<file path="config.mk">
export PLATFORM = sky130hd
export DESIGN_NAME = mc_ctrl_fsm
export DESIGN_NICKNAME = d
export VERILOG_FILES = /design/src/rtl/mc_ctrl_fsm.sv
export SDC_FILE = /design/constraint.sdc
export NUM_CORES = 1
export LEC_CHECK = 0
export CAP_MARGIN = 10
export CORE_MARGIN = 5
export CORE_UTILIZATION = 30
export DETAILED_ROUTE_END_ITERATION = 10
export DONT_BUFFER_PORTS = 1
export PLACE_DENSITY = 0.53
export SLEW_MARGIN = 15
export SYNTH_ARGS = -nofsm -noshare
export SYNTH_HDL_FRONTEND = slang
export SYNTH_SLANG_ARGS = --single-unit
</file>
<file path="constraint.sdc">
create_clock -name clk -period 5.2 [get_ports clk]
set_input_delay 1.04 -clock clk [delete_from_list [all_inputs] [get_ports clk]]
set_output_delay 1.04 -clock clk [all_outputs]
set_load 0.01 [all_outputs]
</file>
<file path="src/rtl/mc_ctrl_fsm.sv">
// mc_ctrl_fsm: multicycle control FSM for the 32-bit, 6-bit-opcode CPU.
// Sequences fetch, decode, ALU execute, data-memory access and register
// writeback. It drives every datapath enable and mux, and it counts
// retired instructions.
//
// Optional build macro: ILLEGAL_TRAP_EN. When it is defined, an unlisted
// opcode sends the FSM to HALT, which it leaves only on rst. When it is not
// defined, an unlisted opcode retires as a NOP.
//
// Ports:
//   clk, rst        clock (rising edge) and async active-high reset
//   run             start a new instruction; sampled only in FETCH
//   opcode          IR[31:26]
//   cmp_eq, cmp_lt  ALU compare results, valid in EXEC
//   pc_we, pc_src   PC load; pc_src: 0 = PC+1, 1 = PC + sext(imm16)
//   ir_we           IR load
//   rf_we, dmem_we  register-file and data-memory write strobes
//   alu_op          0 MOV,1 NOT,2 ADD,3 SUB,4 OR,5 AND,6 XOR,7 SLT
//   alu_src_imm     ALU B operand = sext(imm16)
//   addr_sel        data address: 0 = imm16, 1 = ALU result
//   wb_sel          0 ALU, 1 LI imm, 2 LUI merge, 3 memory data
//   retire          pulse on the last cycle of each instruction
//   instr_count     retired-instruction count (wraps)
//   state_o         current state for debug
//
// state  | meaning
// FETCH  | load IR, PC+1 (idle while run=0)
// DECODE | classify opcode; NOP/J retire here
// EXEC   | ALU operation; branches resolve and retire here
// MEM    | data-memory access; stores retire here
// WB     | register write; retire
// HALT   | illegal-opcode trap (ILLEGAL_TRAP_EN only)
module mc_ctrl_fsm #(
  parameter int CNT_W = 16
) (
  input  logic             clk,
  input  logic             rst,
  input  logic             run,
  input  logic [5:0]       opcode,
  input  logic             cmp_eq,
  input  logic             cmp_lt,
  output logic             pc_we,
  output logic             pc_src,
  output logic             ir_we,
  output logic             rf_we,
  output logic             dmem_we,
  output logic [2:0]       alu_op,
  output logic             alu_src_imm,
  output logic             addr_sel,
  output logic [1:0]       wb_sel,
  output logic             retire,
  output logic [CNT_W-1:0] instr_count,
  output logic [2:0]       state_o
);

  localparam logic [2:0] S_FETCH  = 3'd0;
  localparam logic [2:0] S_DECODE = 3'd1;
  localparam logic [2:0] S_EXEC   = 3'd2;
  localparam logic [2:0] S_MEM    = 3'd3;
  localparam logic [2:0] S_WB     = 3'd4;
  localparam logic [2:0] S_HALT   = 3'd5;

  logic [2:0]       r_state;
  logic [2:0]       w_next;
  logic [CNT_W-1:0] r_count;

  logic w_is_nop, w_is_j, w_is_r, w_is_i, w_is_br;
  logic w_is_li, w_is_lui, w_is_lwi, w_is_swi, w_is_lw, w_is_sw;
  logic w_legal, w_taken;
  logic [2:0] w_exec_op;
  logic w_exec_imm;
  logic w_pc_we, w_ir_we, w_rf_we, w_dmem_we, w_retire;

  assign w_is_nop = (opcode == 6'b000000);
  assign w_is_j   = (opcode == 6'b000001);
  assign w_is_r   = (opcode[5:3] == 3'b010);
  // I-ALU covers 110010..110111; 110000 and 110001 are unlisted.
  assign w_is_i   = (opcode[5:3] == 3'b110) && (opcode[2:1] != 2'b00);
  assign w_is_br  = (opcode[5:2] == 4'b1000);
  assign w_is_li  = (opcode == 6'b111001);
  assign w_is_lui = (opcode == 6'b111010);
  assign w_is_lwi = (opcode == 6'b111011);
  assign w_is_swi = (opcode == 6'b111100);
  assign w_is_lw  = (opcode == 6'b111101);
  assign w_is_sw  = (opcode == 6'b111110);
  assign w_legal  = w_is_nop | w_is_j | w_is_r | w_is_i | w_is_br | w_is_li |
                    w_is_lui | w_is_lwi | w_is_swi | w_is_lw | w_is_sw;

  always_comb begin
    case (opcode[1:0])
      2'b00:   w_taken = cmp_eq;
      2'b01:   w_taken = ~cmp_eq;
      2'b10:   w_taken = cmp_lt;
      default: w_taken = cmp_lt | cmp_eq;
    endcase
  end

  // ALU setting used in EXEC. MEM and WB repeat it so that the ALU result
  // stays stable while it is used as an address or as writeback data.
  always_comb begin
    w_exec_op  = 3'd0;
    w_exec_imm = 1'b0;
    if (w_is_r | w_is_i) begin
      w_exec_op  = opcode[2:0];
      w_exec_imm = w_is_i;
    end else if (w_is_br) begin
      w_exec_op  = 3'd3;
    end else if (w_is_lw | w_is_sw) begin
      w_exec_op  = 3'd2;
      w_exec_imm = 1'b1;
    end
  end

  always_ff @(posedge clk or posedge rst) begin
    if (rst) r_state <= S_FETCH;
    else     r_state <= w_next;
  end

  always_ff @(posedge clk or posedge rst) begin
    if (rst)           r_count <= '0;
    else if (w_retire) r_count <= r_count + 1'b1;
  end

  always_comb begin
    w_next = r_state;
    case (r_state)
      S_FETCH:  if (run) w_next = S_DECODE;
      S_DECODE: begin
        if (w_is_nop | w_is_j)                           w_next = S_FETCH;
        else if (w_is_r | w_is_i | w_is_br | w_is_lw | w_is_sw) w_next = S_EXEC;
        else if (w_is_li | w_is_lui)                     w_next = S_WB;
        else if (w_is_lwi | w_is_swi)                    w_next = S_MEM;
        else
`ifdef ILLEGAL_TRAP_EN
          w_next = S_HALT;
`else
          w_next = S_FETCH;
`endif
      end
      S_EXEC: begin
        if (w_is_br)                w_next = S_FETCH;
        else if (w_is_lw | w_is_sw) w_next = S_MEM;
        else                        w_next = S_WB;
      end
      S_MEM:    w_next = (w_is_swi | w_is_sw) ? S_FETCH : S_WB;
      S_WB:     w_next = S_FETCH;
`ifdef ILLEGAL_TRAP_EN
      S_HALT:   w_next = S_HALT;
`endif
      default:  w_next = S_FETCH;
    endcase
  end

  always_comb begin
    w_pc_we     = 1'b0;
    pc_src      = 1'b0;
    w_ir_we     = 1'b0;
    w_rf_we     = 1'b0;
    w_dmem_we   = 1'b0;
    alu_op      = 3'd0;
    alu_src_imm = 1'b0;
    addr_sel    = 1'b0;
    wb_sel      = 2'd0;
    w_retire    = 1'b0;
    case (r_state)
      S_FETCH: begin
        w_ir_we = run;
        w_pc_we = run;
      end
      S_DECODE: begin
        w_pc_we = w_is_j;
        pc_src  = w_is_j;
`ifdef ILLEGAL_TRAP_EN
        w_retire = w_is_nop | w_is_j;
`else
        w_retire = w_is_nop | w_is_j | ~w_legal;
`endif
      end
      S_EXEC: begin
        alu_op      = w_exec_op;
        alu_src_imm = w_exec_imm;
        if (w_is_br) begin
          w_pc_we  = w_taken;
          pc_src   = 1'b1;
          w_retire = 1'b1;
        end
      end
      S_MEM: begin
        alu_op      = w_exec_op;
        alu_src_imm = w_exec_imm;
        addr_sel    = w_is_lw | w_is_sw;
        w_dmem_we   = w_is_swi | w_is_sw;
        w_retire    = w_is_swi | w_is_sw;
      end
      S_WB: begin
        alu_op      = w_exec_op;
        alu_src_imm = w_exec_imm;
        addr_sel    = w_is_lw;
        w_rf_we     = 1'b1;
        w_retire    = 1'b1;
        if (w_is_li)                 wb_sel = 2'd1;
        else if (w_is_lui)           wb_sel = 2'd2;
        else if (w_is_lwi | w_is_lw) wb_sel = 2'd3;
      end
      default: ;
    endcase
  end

  // Strobes are masked while rst is high, because FETCH is the reset state
  // and would otherwise request a fetch during reset.
  assign pc_we       = w_pc_we   & ~rst;
  assign ir_we       = w_ir_we   & ~rst;
  assign rf_we       = w_rf_we   & ~rst;
  assign dmem_we     = w_dmem_we & ~rst;
  assign retire      = w_retire  & ~rst;
  assign instr_count = r_count;
  assign state_o     = r_state;

endmodule

</file>
==> results of run 1 <==
[worst max-delay path by stage]
| stage | from | to | cells past startpoint |
|---|---|---|---|
| floorplan | opcode[4] | pc_we | 5 |
| global placement | opcode[2] | retire | 5 |
| detailed placement | opcode[2] | retire | 5 |
| CTS | opcode[2] | retire | 5 |
| global route | opcode[2] | retire | 5 |
| finish | opcode[2] | retire | 5 |
[Yosys cell counts, drive strengths merged, types with 3 or more instances]
cell type  instances
o2111ai            3
nor4b              3
xnor2             10
a21oi             15
nor2b              3
xor2               7
inv                5
nor3               7
nand2b             5
dfrtp             19
nand4              3
nor2              12
buf                4
nand3             10
o21ai              6
clkbuf             6
nand2             10
[area by class of cell]
cell class,instances,area share
Multi-Input combinational cell,126,0.591
Inverter,5,0.0126
Tap cell,54,0.0455
Clock buffer,4,0.0303
Sequential cell,19,0.320
[routing by layer]
metal	GRT usage	up-vias	wire length (um)
li1	-	572	-
met1	0.130	585	1410
met2	0.185	31	1760
met3	0.0533	4	307
met4	0.0507	0	51
met5	0	-	0
[per-stage QoR]
| step | instances | instance area, sq um | util | hold slack (ps) |
|---|---|---|---|---|
| floorplan | 160 | 1420 | - | 504 |
| CTS | 208 | 1490 | 0.319 | 545 |
| finish | 208 | 1490 | 0.319 | 542 |
| global placement | 204 | 1440 | 0.309 | 530 |
| detailed placement | 204 | 1440 | 0.309 | 534 |
| global route | 208 | 1490 | 0.319 | 567 |
[cells by family (layout without fill, tap and decap cells)]
logic type               count (synthesis)  after routing  share of synthesized area
AND/OR/NAND/NOR                         63             63                      0.254
AO/OA/AOI/OAI                           43             43                      0.237
flip-flops                              19             19                      0.335
XOR/XNOR                                17             17                      0.105
buffers and inverters                   15              9                     0.0450
multiplexers                             2              2                     0.0150
adder cells (fa/ha/maj)                  1              1                    0.00882
[power breakdown]
group           total, W  internal [W]  switching (W)
clock network   0.000104     0.0000545      0.0000494
registers       0.000245      0.000178      0.0000665
logic          0.0000926     0.0000460      0.0000465
total           0.000441      0.000279       0.000162
[flip-flops by register name (all words and copies together) (netlist names)]
signal       flops
instr_count     16
state_o          3
==> flow_metrics.env, run 1 <==
export IMPL_rsz0062_at_grt="no"
export IMPL_place_ws_ps=1850
export IMPL_r2r_cells=5
export IMPL_ant_nets=0
export IMPL_cts_root_buf="clkbuf_8"
export IMPL_avgSynthCellArea_sq_um=8.86
export IMPL_synth_edf_count=0
export IMPL_core_sq_mm=0.00466
export IMPL_fin_crit_sh=0.639
export IMPL_power_density_mw_per_mm2=297
export IMPL_hpwl_um=2660
export IMPL_yosysSeqAreaShare=0.335
export IMPL_nNetsFinal=167
export IMPL_finalWorstSetupSlack_ps=1880
export IMPL_ys_seq_elements=19
export IMPL_crit_fanout=17
export IMPL_first_iter_violations=60
export IMPL_yosysWarnings=0
export IMPL_crit_path_frequent_cell="nor2_1"
export IMPL_place_port_buffers=0
export IMPL_num_rows=25
export IMPL_p_leak_nw=0.518
export IMPL_drt_first_pass_iters=4
export IMPL_worstSetupPathType="primary input to output pin"
export IMPL_n_antenna_cell=0
export IMPL_gp_congestion=0.851
export IMPL_regToRegSetupSlack_ps=2890
export IMPL_fin_setup_tns_ps=0
export IMPL_via_per_inst=5.73
export IMPL_period_minus_slack_ps=3320
export IMPL_io_pins=43
export IMPL_grt_max_degree=20
export IMPL_grt_pass1_wl_um=5750
export IMPL_crit_path_end_kind="output pin"
export IMPL_async_reset_ff_frac=1.00
export IMPL_max_clock_freq_ghz=0.301
export IMPL_drv_slew=0
export IMPL_grt_ovfl_total=0
export IMPL_fill_cells=487
export IMPL_hold_buffers=0
export IMPL_synth_cell_types=48
export IMPL_cts_path_max_buffers=2
export IMPL_seq_area_sq_um=475
export IMPL_remaining_drc_errors=0
export IMPL_cap_violations=0
export IMPL_syn_inst=160
export IMPL_cts_resized=0
export IMPL_clkTransAtPathRegs_ps=70
export IMPL_insertion_delay_ps=260
export IMPL_initial_core_util=0.304
export IMPL_status="complete, no violations"
export IMPL_total_power_w=0.000441
export IMPL_yosys_area_top_type="dfrtp_1"
export IMPL_worstHoldEndpoint="instr_count[15]"
export IMPL_cts_htree_levels=1
export IMPL_antenna_found_initial=0
export IMPL_reg2reg_to="instr_count[14]"
export IMPL_hold_class="flop to flop"
export IMPL_wl_per_cell_um=17.0
export IMPL_cts_setup_buffers=0
export IMPL_die_x_um=78.7
export IMPL_min_path_cells=1
export IMPL_max_stage_delay_ps=440
export IMPL_synth_top_cell_area_share=0.335
export IMPL_globalRouteTotalUtil=0.115
export IMPL_syn2layout_area_growth_pct=4.77
export IMPL_crit_family="compound AO/OA/AOI/OAI gates"
export IMPL_final_common_cell="dfrtp_1"
export IMPL_relSlewSlack=0.492
export IMPL_path_cells="nand2b_4, a2111o_1, a31oi_1, nor2_1, nor2_1"
export IMPL_cts_sinks=19
export IMPL_routed_wl_um=3530
export IMPL_worst_path_buf_inv=0
export IMPL_synth_area_leaders="dfrtp_1, xnor2_1, xor2_1"
export IMPL_crit_path_top_delay_cell="a2111o_1"
export IMPL_required_ps=4160
export IMPL_worstHoldStart="instr_count[15]"
export IMPL_grt_pass1_vias=1162
export IMPL_r2r_start="state_o[1]"
export IMPL_vias=1192
export IMPL_drive_gt1_frac=0.110
export IMPL_multi_input_area_sq_um=878
export IMPL_dieHeight_um=78.7
export IMPL_netlist_area_sq_mm=0.00142
export IMPL_startpoint_type="primary input"
export IMPL_cp_arrival_ps=2280
export IMPL_hold_viol=0
export IMPL_dieArea_sq_mm=0.00620
export IMPL_worstMarginPinSlew_ps=756
export IMPL_layout_common_cells="dfrtp_1, nor2_1, nand3_1, nand2_1, xnor2_1"
export IMPL_setup_viol=0
export IMPL_vdd_drop_max_uv=144
export IMPL_fin_skew_ps=1.94
export IMPL_synth_flop_cell="dfrtp_1"
export IMPL_syn_num_nets=172
export IMPL_cts_tree="built"
export IMPL_cts_buffers=3
(Power assumes the default switching activity.)
==> run 2, diff against run 1 <==
clock period = 3.11 ns   (was 5.2 ns; I/O delays follow)
==> run 2 against run 1 <==
Net effect: clock skew up 5.3 ps; largest power group unchanged; critical path type is now flop to output pin; non-clock buffer count rose by 1; die area stayed put.
==> flow_metrics.env, run 2 (same netlist as run 1, synthesis figures left out) <==
export IMPL_finalNonFillerCells=209
export IMPL_worstSetupPathType="flop to output pin"
export IMPL_switching_share=0.373
export IMPL_relSlewSlack=0.508
export IMPL_dieHeight_um=78.7
export IMPL_worstMarginPinSlew_ps=733
export IMPL_clkTransAtPathRegs_ps=80
export IMPL_initial_core_util=0.304
export IMPL_design_area_sq_mm=0.00149
export IMPL_layout_common_cells="dfrtp_1, nor2_1, nand3_1, nand2_1, xnor2_1"
export IMPL_num_rows=25
export IMPL_antenna_found_initial=0
export IMPL_max_stage_delay_ps=610
export IMPL_wl_per_cell_um=17.6
export IMPL_die_x_um=78.7
export IMPL_fin_setup_tns_ps=0
export IMPL_cts_htree_levels=1
export IMPL_first_iter_violations=69
export IMPL_ant_nets=0
export IMPL_crit_path_end_kind="output pin"
export IMPL_routed_wl_um=3690
export IMPL_io_pins=43
export IMPL_period_minus_slack_ps=2620
export IMPL_place_area_sq_mm=0.00145
export IMPL_drive_gt1_frac=0.123
export IMPL_core_sq_mm=0.00466
export IMPL_grt_ovfl_total=0
export IMPL_drt_first_pass_iters=4
export IMPL_max_clock_freq_ghz=0.381
export IMPL_via_per_inst=5.82
export IMPL_place_port_buffers=0
export IMPL_gp_congestion=0.849
export IMPL_cts_resized=0
export IMPL_crit_fanout=11
export IMPL_remaining_drc_errors=0
export IMPL_cts_sinks=19
export IMPL_cts_buffers=3
export IMPL_rsz0062_at_grt="no"
export IMPL_startpoint_type="flop"
export IMPL_setup_viol=0
export IMPL_crit_path_frequent_cell="nor2_1"
export IMPL_n_antenna_cell=0
export IMPL_status="complete, no violations"
export IMPL_path_depth=5
export IMPL_grt_pass1_wl_um=5950
export IMPL_reg2reg_to="instr_count[6]"
export IMPL_path_cells="nand2b_1, a2bb2oi_1, a31oi_1, nor2_1, nor2_1"
export IMPL_required_ps=2490
export IMPL_cts_path_max_buffers=2
export IMPL_fin_skew_ps=7.28
export IMPL_vias=1217
export IMPL_largest_reg_flops=16
export IMPL_whs_ps=373
export IMPL_p_leak_nw=0.526
export IMPL_drv_slew=0
export IMPL_power_density_mw_per_mm2=498
export IMPL_hold_buffers=0
export IMPL_total_power_w=0.000744
export IMPL_hpwl_um=2770
export IMPL_crit_family="simple AND/OR/NAND/NOR gates"
export IMPL_internal_power_w=0.000467
export IMPL_nNetsFinal=168
export IMPL_grt_max_degree=20
export IMPL_p_comb_frac=0.225
export IMPL_power_share_clock=0.234
export IMPL_cts_setup_buffers=0
export IMPL_insertion_delay_ps=260
export IMPL_cts_root_buf="clkbuf_8"
export IMPL_dp_cells=205
export IMPL_r2r_cells=5
export IMPL_crit_path_top_delay_cell="dfrtp_1"
export IMPL_grt_pass1_vias=1262
export IMPL_worst_path_buf_inv=0
export IMPL_cp_arrival_ps=2000
export IMPL_hold_viol=0
export IMPL_power_net_switching_w=0.000277
export IMPL_hold_class="primary input to async pin"
export IMPL_vdd_drop_max_uv=205
export IMPL_r2r_start="state_o[1]"
export IMPL_cts_tree="built"
export IMPL_fin_crit_sh=0.843
export IMPL_globalRouteTotalUtil=0.119
export IMPL_cap_violations=0
export IMPL_syn2layout_area_growth_pct=5.38
export IMPL_final_common_cell="dfrtp_1"
export IMPL_pwr_share_seq=0.542
export IMPL_dieArea_sq_mm=0.00620
export IMPL_regToRegSetupSlack_ps=850
run 2: cell count changes in the layout (fill, tap and decap cells not counted), sizes merged:
| cell | delta |
|---|---|
| clkinv | +1 |
| clkbuf | -1 |
| buf | +1 |
run 2: power by group through the flow:
stage          logic [W]  clock network (W)  registers [W]
2_1_floorplan   0.000152                  0       0.000383
3_3_place_gp    0.000164                  0       0.000406
3_5_place_dp    0.000169                  0       0.000409
4_1_cts         0.000169           0.000181       0.000406
5_1_grt         0.000188           0.000195       0.000414
6_report        0.000167           0.000174       0.000403
run 2: worst reg2reg max path, cell delays in order (launching register included):
cell and delay, ps:
dfrtp_1 610, nor2b_1 380, a21oi_2 130, nor3_1 630, o211ai_1 230, xnor2_1 170
run 2: worst max-delay path by stage:
stage | end | from | slack [ps]
after global placement | retire | opcode[2] | 630
after floorplan | pc_we | opcode[4] | 660
after CTS | pc_we | state_o[1] | 470
final | retire | state_o[1] | 490
after detailed placement | retire | opcode[2] | 630
after global routing | retire | state_o[1] | 330
run 2: area by class of cell:
type,instances,area [sq um]
Sequential cell,19,475
Timing Repair Buffer,1,7.51
Tap cell,54,67.6
Inverter,5,18.8
Clock buffer,3,41.3
Fill cell,470,3170
Multi-Input combinational cell,126,878
Clock inverter,1,5.00
run 2: through the flow:
step                setup slack, ps   util
floorplan                       659      -
global placement                633  0.311
detailed placement              626  0.311
CTS                             467  0.321
global route                    330  0.321
finish                          488  0.321
run 2: metal layers:
layer,vias up,routed length [um],global-route usage
met5,-,0,0
met4,0,82,0.0559
met3,8,329,0.0499
met2,41,1790,0.199
met1,598,1480,0.131
li1,570,-,-
==> run 3, diff against run 2 <==
PLACE_DENSITY = 0.54   (was 0.53)
clock period = 2.3 ns   (was 3.11 ns; I/O delays follow)
==> run 3 against run 2 <==
Net effect: sequential cell count stayed put; largest cell class unchanged; setup slack worse by 350 ps; critical path depth stayed put; first-iteration DRC count is 51% lower; register-to-register slack worse by 380 ps; critical endpoint unchanged; via count is 0.25% lower; final cell count is 4.3% higher.
==> flow_metrics.env, run 3 (same netlist as run 1, synthesis figures left out) <==
export IMPL_relSlewSlack=0.528
export IMPL_r2r_start="state_o[2]"
export IMPL_cts_tree="built"
export IMPL_status="complete, no violations"
export IMPL_cts_path_max_buffers=2
export IMPL_place_port_buffers=0
export IMPL_die_x_um=78.7
export IMPL_ant_nets=0
export IMPL_power_density_mw_per_mm2=645
export IMPL_fin_skew_ps=0.734
export IMPL_largest_reg_flops=16
export IMPL_period_minus_slack_ps=2170
export IMPL_cp_startpoint="state_o[2]"
export IMPL_nNetsFinal=177
export IMPL_startpoint_type="flop"
export IMPL_max_clock_freq_ghz=0.462
export IMPL_cts_buffers=3
export IMPL_design_area_sq_mm=0.00158
export IMPL_grt_pass1_wl_um=5790
export IMPL_cts_htree_levels=1
export IMPL_drive_gt1_frac=0.201
export IMPL_syn2layout_area_growth_pct=11.7
export IMPL_grt_pass1_vias=1160
export IMPL_layout_common_cells="dfrtp_1, nor2_1"
export IMPL_place_area_sq_mm=0.00152
export IMPL_gp_congestion=0.822
export IMPL_n_antenna_cell=0
export IMPL_io_pins=43
export IMPL_globalRouteTotalUtil=0.115
export IMPL_met2WireLength_um=1670
export IMPL_crit_fanout=5
export IMPL_hold_class="primary input to async pin"
export IMPL_routed_wl_um=3530
export IMPL_cp_arrival_ps=1710
export IMPL_required_ps=1840
export IMPL_core_sq_mm=0.00466
export IMPL_initial_core_util=0.304
export IMPL_final_common_cell="dfrtp_1"
export IMPL_wl_met3_um=263
export IMPL_fin_crit_sh=0.941
export IMPL_total_power_w=0.00102
export IMPL_fin_setup_tns_ps=0
export IMPL_cts_sinks=19
export IMPL_hpwl_um=2640
export IMPL_num_rows=25
export IMPL_insertion_delay_ps=250
export IMPL_dieHeight_um=78.7
export IMPL_hold_viol=0
export IMPL_worstMarginPinSlew_ps=707
export IMPL_remaining_drc_errors=0
export IMPL_dieArea_sq_mm=0.00620
export IMPL_grt_max_degree=20
export IMPL_dp_cells=214
export IMPL_rsz0062_at_grt="no"
export IMPL_wirelength_met1_um=1570
export IMPL_highest_layer="met4"
export IMPL_setup_viol=0
export IMPL_p_leak_nw=0.574
export IMPL_final_core_util=0.340
export IMPL_cts_setup_buffers=0
export IMPL_vdd_drop_max_uv=512
export IMPL_drv_slew=0
export IMPL_cts_root_buf="clkbuf_8"
export IMPL_finalNonFillerCells=218
export IMPL_wl_per_cell_um=16.2
export IMPL_cap_violations=0
export IMPL_drt_first_pass_iters=4
export IMPL_grt_ovfl_total=0
export IMPL_hold_buffers=0
export IMPL_via_per_inst=5.57
export IMPL_worstSetupPathType="flop to output pin"
export IMPL_crit_path_end_kind="output pin"
export IMPL_vias=1214
export IMPL_antenna_found_initial=0
export IMPL_first_iter_violations=34
export IMPL_clkTransAtPathRegs_ps=70
==> run 3: cell count changes in the layout (fill, tap and decap cells not counted), sizes merged <==
cell | before | now
buf | 1 | 10
==> run 3: cell type report <==
type	instances	area [sq um]
Tap cell	54	67.6
Inverter	5	18.8
Clock inverter	1	5.00
Fill cell	478	3080
Clock buffer	3	41.3
Multi-Input combinational cell	126	900
Sequential cell	19	477
Timing Repair Buffer	10	75.1
==> run 3: final timing paths <==
kind	end	slack, ps	depth (start not counted)
min in group clk	state_o[0]	400	2
max in group asynchronous	state_o[1]	1610	1
setup reg to reg	instr_count[11]	470	5
hold reg to reg	instr_count[15]	540	1
setup / recovery	retire	130	5
hold / removal	state_o[0]	200	1
==> run 3: repair_timing <==
action | CTS | global route
gates resized for setup | 1 | 4
gates cloned | 0 | 0
endpoints found under the setup margin | 1 | 2
pin swaps | 0 | 0
==> run 3: critical path, cell delays in order, from the launching register on <==
cell,delay [ps]
dfrtp_1,460
nor4bb_2,370
a2bb2oi_2,150
a31oi_2,200
nor2_1,130
nor2_2,150
==> run 3: power by group <==
| group | switching [W] | leakage (nW) | total, W | internal [W] |
|---|---|---|---|---|
| combinational | 0.000130 | 0.314 | 0.000252 | 0.000122 |
| clock | 0.000109 | 0.0255 | 0.000230 | 0.000120 |
| sequential | 0.000136 | 0.235 | 0.000540 | 0.000404 |
==> run 3: layer usage <==
metal,GRT usage,vias to the layer above
met3,0.0465,4
met2,0.183,38
met4,0.0192,0
li1,-,589
met1,0.148,583
met5,0,-
==> run 3: stage by stage <==
step           hold WS [ps]  setup WS, ps
2_1_floorplan           411           173
3_3_place_gp            489           147
3_5_place_dp            506           172
4_1_cts                 226          39.0
5_1_grt                 280          35.3
6_report                201           135
